<file path="config.mk">
export PLATFORM = sky130hd
export DESIGN_NAME = onn_phase_loader
export DESIGN_NICKNAME = d
export VERILOG_FILES = /design/src/rtl/onn_ctrl_pkg.sv /design/src/rtl/tick_divider.sv /design/src/rtl/onn_phase_loader.sv
export SDC_FILE = /design/constraint.sdc
export NUM_CORES = 1
export LEC_CHECK = 0
export CORE_ASPECT_RATIO = 0.8
export CORE_MARGIN = 10
export CORE_UTILIZATION = 54
export DETAILED_ROUTE_END_ITERATION = 12
export PLACE_DENSITY = 0.81
export SLEW_MARGIN = 30
export SYNTH_ARGS = -nofsm -noshare
export SYNTH_HDL_FRONTEND = slang
export SYNTH_SLANG_ARGS = --single-unit
</file>
<file path="constraint.sdc">
create_clock -name clk -period 2.3 [get_ports clk]
set_input_delay 0.46 -clock clk [delete_from_list [all_inputs] [get_ports clk]]
set_output_delay 0.46 -clock clk [all_outputs]
set_load 0.01 [all_outputs]
</file>
<file path="src/rtl/onn_ctrl_pkg.sv">
// Shared definitions for the ONN neuron-control blocks.
package onn_ctrl_pkg;

  localparam int PHASE_W_DEF = 4;

  typedef enum logic [1:0] {
    IDLE  = 2'd0,
    SHIFT = 2'd1,
    DONE  = 2'd2
  } onn_state_t;

endpackage

</file>
<file path="src/rtl/tick_divider.sv">
// Shift-strobe generator: one single-cycle tick every TICK_DIV enabled cycles,
// the first one TICK_DIV cycles after a clear.
module tick_divider #(
  parameter int TICK_DIV = 4
) (
  input  logic clk,
  input  logic rst,
  input  logic clr,
  input  logic en,
  output logic tick
);

  localparam int DIV_W = (TICK_DIV > 1) ? $clog2(TICK_DIV) : 1;
  localparam logic [DIV_W-1:0] LAST = DIV_W'(TICK_DIV - 1);

  logic [DIV_W-1:0] cnt;

  // Divider count, wrapping after the tick cycle.
  always_ff @(posedge clk) begin
    if (rst) begin
      cnt <= '0;
    end else if (clr) begin
      cnt <= '0;
    end else if (en) begin
      if (cnt == LAST) begin
        cnt <= '0;
      end else begin
        cnt <= cnt + DIV_W'(1);
      end
    end
  end

  assign tick = en && (cnt == LAST);

endmodule

</file>
<file path="src/rtl/onn_phase_loader.sv">
// Load/readback sequencer for the ONN serial phase-state chain: writes new
// phases into the daisy chain while capturing the old ones from its tail.
module onn_phase_loader
  import onn_ctrl_pkg::*;
#(
  parameter int N_NEURON = 8,
  parameter int PHASE_W  = PHASE_W_DEF,
  parameter int TICK_DIV = 4
) (
  input  logic                        clk,
  input  logic                        rst,
  input  logic                        start,
  input  logic [N_NEURON*PHASE_W-1:0] wr_phase,
  output logic                        busy,
  output logic                        done,
  output logic [N_NEURON*PHASE_W-1:0] rd_phase,
  output logic                        full_tick,
  output logic                        chain_ser_out,
  input  logic                        chain_ser_in
);

  localparam int STAGE_D = PHASE_W + 1;
  localparam int L       = N_NEURON * STAGE_D;
  localparam int CNT_W   = $clog2(L + 1);
  localparam int VEC_W   = N_NEURON * PHASE_W;
  localparam logic [CNT_W-1:0] LAST_BIT = CNT_W'(L - 1);

  // Each stage block is {pad, phase}; the top block (last neuron) leaves first.
  function automatic logic [L-1:0] pack_shadow(input logic [VEC_W-1:0] w);
    logic [L-1:0] s;
    s = '0;
    for (int j = 0; j < N_NEURON; j++) begin
      s[j*STAGE_D +: STAGE_D] = {1'b0, w[j*PHASE_W +: PHASE_W]};
    end
    return s;
  endfunction

  function automatic logic [VEC_W-1:0] unpack_readback(input logic [L-1:0] s);
    logic [VEC_W-1:0] r;
    r = '0;
    for (int j = 0; j < N_NEURON; j++) begin
      r[j*PHASE_W +: PHASE_W] = s[j*STAGE_D +: PHASE_W];
    end
    return r;
  endfunction

  onn_state_t       state;
  onn_state_t       state_next;
  logic             accept;
  logic             shift_en;
  logic             last_tick;
  logic             busy_next;
  logic             done_next;
  logic [L-1:0]     load_vec;
  logic [L-1:0]     rd_next;
  logic [L-2:0]     shadow;
  logic [L-2:0]     rd_shift;
  logic [CNT_W-1:0] bit_cnt;

  assign load_vec  = pack_shadow(wr_phase);
  assign rd_next   = {rd_shift, chain_ser_in};
  assign accept    = (state == IDLE) && start;
  assign shift_en  = (state == SHIFT);
  assign last_tick = full_tick && (bit_cnt == LAST_BIT);

  tick_divider #(
    .TICK_DIV (TICK_DIV)
  ) u_tick (
    .clk  (clk),
    .rst  (rst),
    .clr  (accept),
    .en   (shift_en),
    .tick (full_tick)
  );

  // FSM state register.
  always_ff @(posedge clk) begin
    if (rst) begin
      state <= IDLE;
    end else begin
      state <= state_next;
    end
  end

  // FSM next-state logic.
  always_comb begin
    state_next = state;
    case (state)
      IDLE: begin
        if (start) begin
          state_next = SHIFT;
        end else begin
          state_next = IDLE;
        end
      end
      SHIFT: begin
        if (last_tick) begin
          state_next = DONE;
        end else begin
          state_next = SHIFT;
        end
      end
      DONE:    state_next = IDLE;
      default: state_next = IDLE;
    endcase
  end

  // FSM output decode, taken from the next state so the flags come out of flops.
  always_comb begin
    busy_next = 1'b0;
    done_next = 1'b0;
    case (state_next)
      IDLE: begin
        busy_next = 1'b0;
        done_next = 1'b0;
      end
      SHIFT: begin
        busy_next = 1'b1;
        done_next = 1'b0;
      end
      DONE: begin
        busy_next = 1'b1;
        done_next = 1'b1;
      end
      default: begin
        busy_next = 1'b0;
        done_next = 1'b0;
      end
    endcase
  end

  // Registered status flags.
  always_ff @(posedge clk) begin
    if (rst) begin
      busy <= 1'b0;
      done <= 1'b0;
    end else begin
      busy <= busy_next;
      done <= done_next;
    end
  end

  // Shadow emit, tail capture and tick counting; rd_phase lands as DONE begins.
  always_ff @(posedge clk) begin
    if (rst) begin
      shadow        <= '0;
      rd_shift      <= '0;
      bit_cnt       <= '0;
      chain_ser_out <= 1'b0;
      rd_phase      <= '0;
    end else if (accept) begin
      shadow        <= load_vec[L-2:0];
      chain_ser_out <= load_vec[L-1];
      rd_shift      <= '0;
      bit_cnt       <= '0;
    end else if (full_tick) begin
      shadow        <= shadow << 1;
      chain_ser_out <= shadow[L-2];
      rd_shift      <= rd_next[L-2:0];
      bit_cnt       <= bit_cnt + CNT_W'(1);
      if (last_tick) begin
        rd_phase <= unpack_readback(rd_next);
      end
    end
  end

endmodule

</file>
==> run_results.csv <==
group,metric,value,unit
run_status,status,"complete, no violations",
sta,maxSlewHeadroom,47.0,%
floorplanning,initial_core_util,54.8,%
sta,setup_violations,0,
global_routing,grt_first_pass_wirelength,18.7,mm
sta,fin_crit_sh,85.8,%
floorplanning,core-area,0.00900,mm^2
worst_setup_path,path_class,"reg2reg",
route,num_vias,4188,
yosys,ys_seq_area_share,49.5,%
clock_tree,cts_buffers,17,
clock_tree,cts_tree,"built",
floorplanning,ioPinCount,72,
yosys,ys_seq_elements,122,
clock_tree,clockBufferDepth,2,
finish,area_delta_synth_final,25.9,%
finish,drive_gt1_share,8.22,%
power,power_density,828,mW/mm^2
yosys,yosysUniqueCellTypes,32,
power,p_leak,2.08,nW
global_routing,grt.total_usage,16.3,%
yosys,syn_nets,621,
worst_setup_path,cp.required,2.62,ns
yosys,syn_inst,582,
global_routing,grt_pass1_vias,3937,
clock_tree,cts_sinks,122,
power,power.net_switching,0.00111,W
power,pwr-share-comb,4.6,%
worst_setup_path,crit_path_max_fanout,79,
global_routing,grt_antenna_before_repair,0,
power,swShare,21.5,%
finish,n_antenna_cell,0,
worst_setup_path,cp-end-kind,"flop",
clock_tree,cts_htree_levels,4,
placement,dpl_cell_area,0.00559,mm^2
worst_setup_path,start_kind,"flop",
sta,tightest_slew,0.794,ns
route,drtPass1Iterations,5,
yosys,synth_top_area_share,49.5,%
power,power.total,0.00515,W
sta,finalWorstPathRequiredPeriod,1.97,ns
route,wirelength,11.3,mm
global_routing,grt_overflow,0,
sta,rsz0062_at_grt,"false",
floorplanning,num_rows,31,
yosys,synth_area_leaders,"dfxtp_1, a21oi_1, nand2_1",
sta,slew_violations,0,
finish,fillers,724,
flow_run,maxCapViolations,0,
finish,multi_input_comb_area,0.00217,mm^2
sta,finClkSkew,0.0107,ns
yosys,syn_avg_cell_area,8.48,um^2
sta,fmax,507,MHz
route,first_iter_violations,397,
sta,tns,0,ns
power,peakVddDrop,506,uV
placement,gp_congestion,0.798,
yosys,yosys_warnings,0,
finish,final_nets,671,
placement,port_buffers,71,
power,power_frac_seq,42.3,%
clock_tree,cts-root-buf,"clkbuf_16",
worst_setup_path,arrival,2.30,ns
yosys,synthesis.area,0.00493,mm^2
clock_tree,cts_setup_buffers,0,
power,p_int,0.00404,W
clock_tree,path_clk_slew,0.06,ns
finish,utilization,69.0,%
route,avgRoutedWirePerCell,14.8,um
global_routing,grt_max_degree,82,
clock_tree,clkLatencyLatePin,0.41,ns
finish,regArea,0.00244,mm^2
route,vias_per_cell,5.51,
power,p_clk_share,53.1,%
route,antenna_left,0,
yosys,yosys.area.top_type,"dfxtp_1",
finish,final_area,0.00621,mm^2
route,drc,0,
min_path,hold_class,"reg2reg",
floorplanning,die_area,0.0134,mm^2
floorplanning,die_h,105,um
floorplanning,dieWidth,127,um
placement,dpl.hpwl,6.98,mm
sta,finalHoldViolCount,0,
==> critical path: stages, from the launching register on <==
cell and delay (ns):
dfxtp_1 0.36, ha_2 0.22, nand3b_1 0.15, inv_4 0.10, buf_4 0.63, a21oi_1 0.16
a211oi_1 0.25
==> final timing paths <==
| path | startpoint | to | slack [ns] | cells past startpoint |
|---|---|---|---|---|
| min | rd_shift[33]$_SDFFE_PP0N_ | rd_shift[34]$_SDFFE_PP0N_ | 0.45 | 2 |
| max | u_tick.cnt[0]$_SDFFE_PP0N_ | shadow[38]$_SDFFE_PP0P_ | 0.33 | 6 |
| min reg2reg | rd_shift[33]$_SDFFE_PP0N_ | rd_shift[34]$_SDFFE_PP0N_ | 0.45 | 2 |
| max reg2reg | u_tick.cnt[0]$_SDFFE_PP0N_ | shadow[38]$_SDFFE_PP0P_ | 0.33 | 6 |
==> cell type report <==
cell class	count	area share [%]
Sequential cell	122	39.3
Multi-Input combinational cell	405	34.9
Timing Repair Buffer	83	13.3
Clock buffer	19	7.29
Clock inverter	13	2.72
Tap cell	115	2.32
Inverter	3	0.222
==> metrics by stage <==
step	setup slack, ns	std cells	hold WS, ns
floorplan	0.590	582	0.430
global placement	0.288	728	0.437
detailed placement	0.230	728	0.448
CTS	0.0350	760	0.454
global route	0.157	760	0.467
finish	0.328	760	0.454
==> cell usage in the layout, fill, tap and decap left out, types with 2 or more instances in the layout <==
cell type	instances
o21ai_0	41
a22oi_1	30
clkbuf_8	2
clkinv_4	2
nand3_1	31
o21ai_1	27
bufinv_16	3
mux2i_1	2
dfxtp_1	122
a21oi_1	84
or3_1	4
nand2_1	98
buf_12	2
nand2b_1	32
clkinvlp_4	7
buf_4	10
nor2b_1	33
ha_1	2
inv_1	2
clkbuf_16	17
clkdlybuf4s50_1	69
nor2_1	7
==> power groups by stage <==
stage                     registers (W)  logic [W]  clock network, W
after detailed placement        0.00222   0.000236                 0
after global placement          0.00222   0.000227                 0
after CTS                       0.00218   0.000237           0.00276
after floorplan                 0.00221   0.000145                 0
after global routing            0.00218   0.000256           0.00286
final                           0.00218   0.000236           0.00273
==> layer usage <==
metal  wire, um  vias up  track usage, %
met5          0        -               0
met4         43        0            5.11
met3        894        6            6.06
met2       5200      124            25.5
met1       5140     1967            20.5
li1           -     2091               -
==> cells by family after synthesis <==
| group | Yosys count | share of synthesized area (%) |
|---|---|---|
| mux | 2 | 0.406 |
| fa+ha+maj | 3 | 0.761 |
| simple gates | 214 | 21.9 |
| buf+inv | 55 | 6.75 |
| compound gates | 185 | 20.5 |
| flops | 122 | 49.5 |
| xor+xnor | 1 | 0.178 |
==> synth_stat cells (all sizes together) <==
cell     instances
nand3b           1
nand4bb          1
nand4b           1
a21oi           85
inv              3
or3b             1
buf             37
dfxtp          122
or3              4
a211oi           1
nor2             7
ha               3
a22oi           30
nand3           31
o21ai           69
nor2b           33
or2              1
nor3b            1
and2b            1
mux2i            2
nand2b          33
clkbuf          15
nand2           98
xnor2            1
nand4            1
==> what timing repair did <==
| item | CTS | global route |
|---|---|---|
| endpoints found under the hold margin | 0 | 0 |
| setup endpoints to repair | 0 | 1 |
| gates resized for setup | 0 | 2 |
| hold buffers | 0 | 0 |
==> sequential cells by signal, indices dropped and copies added, names as in the netlist <==
register,flops
u_tick.cnt,2
done,1
bit_cnt,6
rd_phase,32
state,2
busy,1
shadow,39
chain_ser_out,1
rd_shift,38
Note: power is estimated with default switching activity, not from simulation.
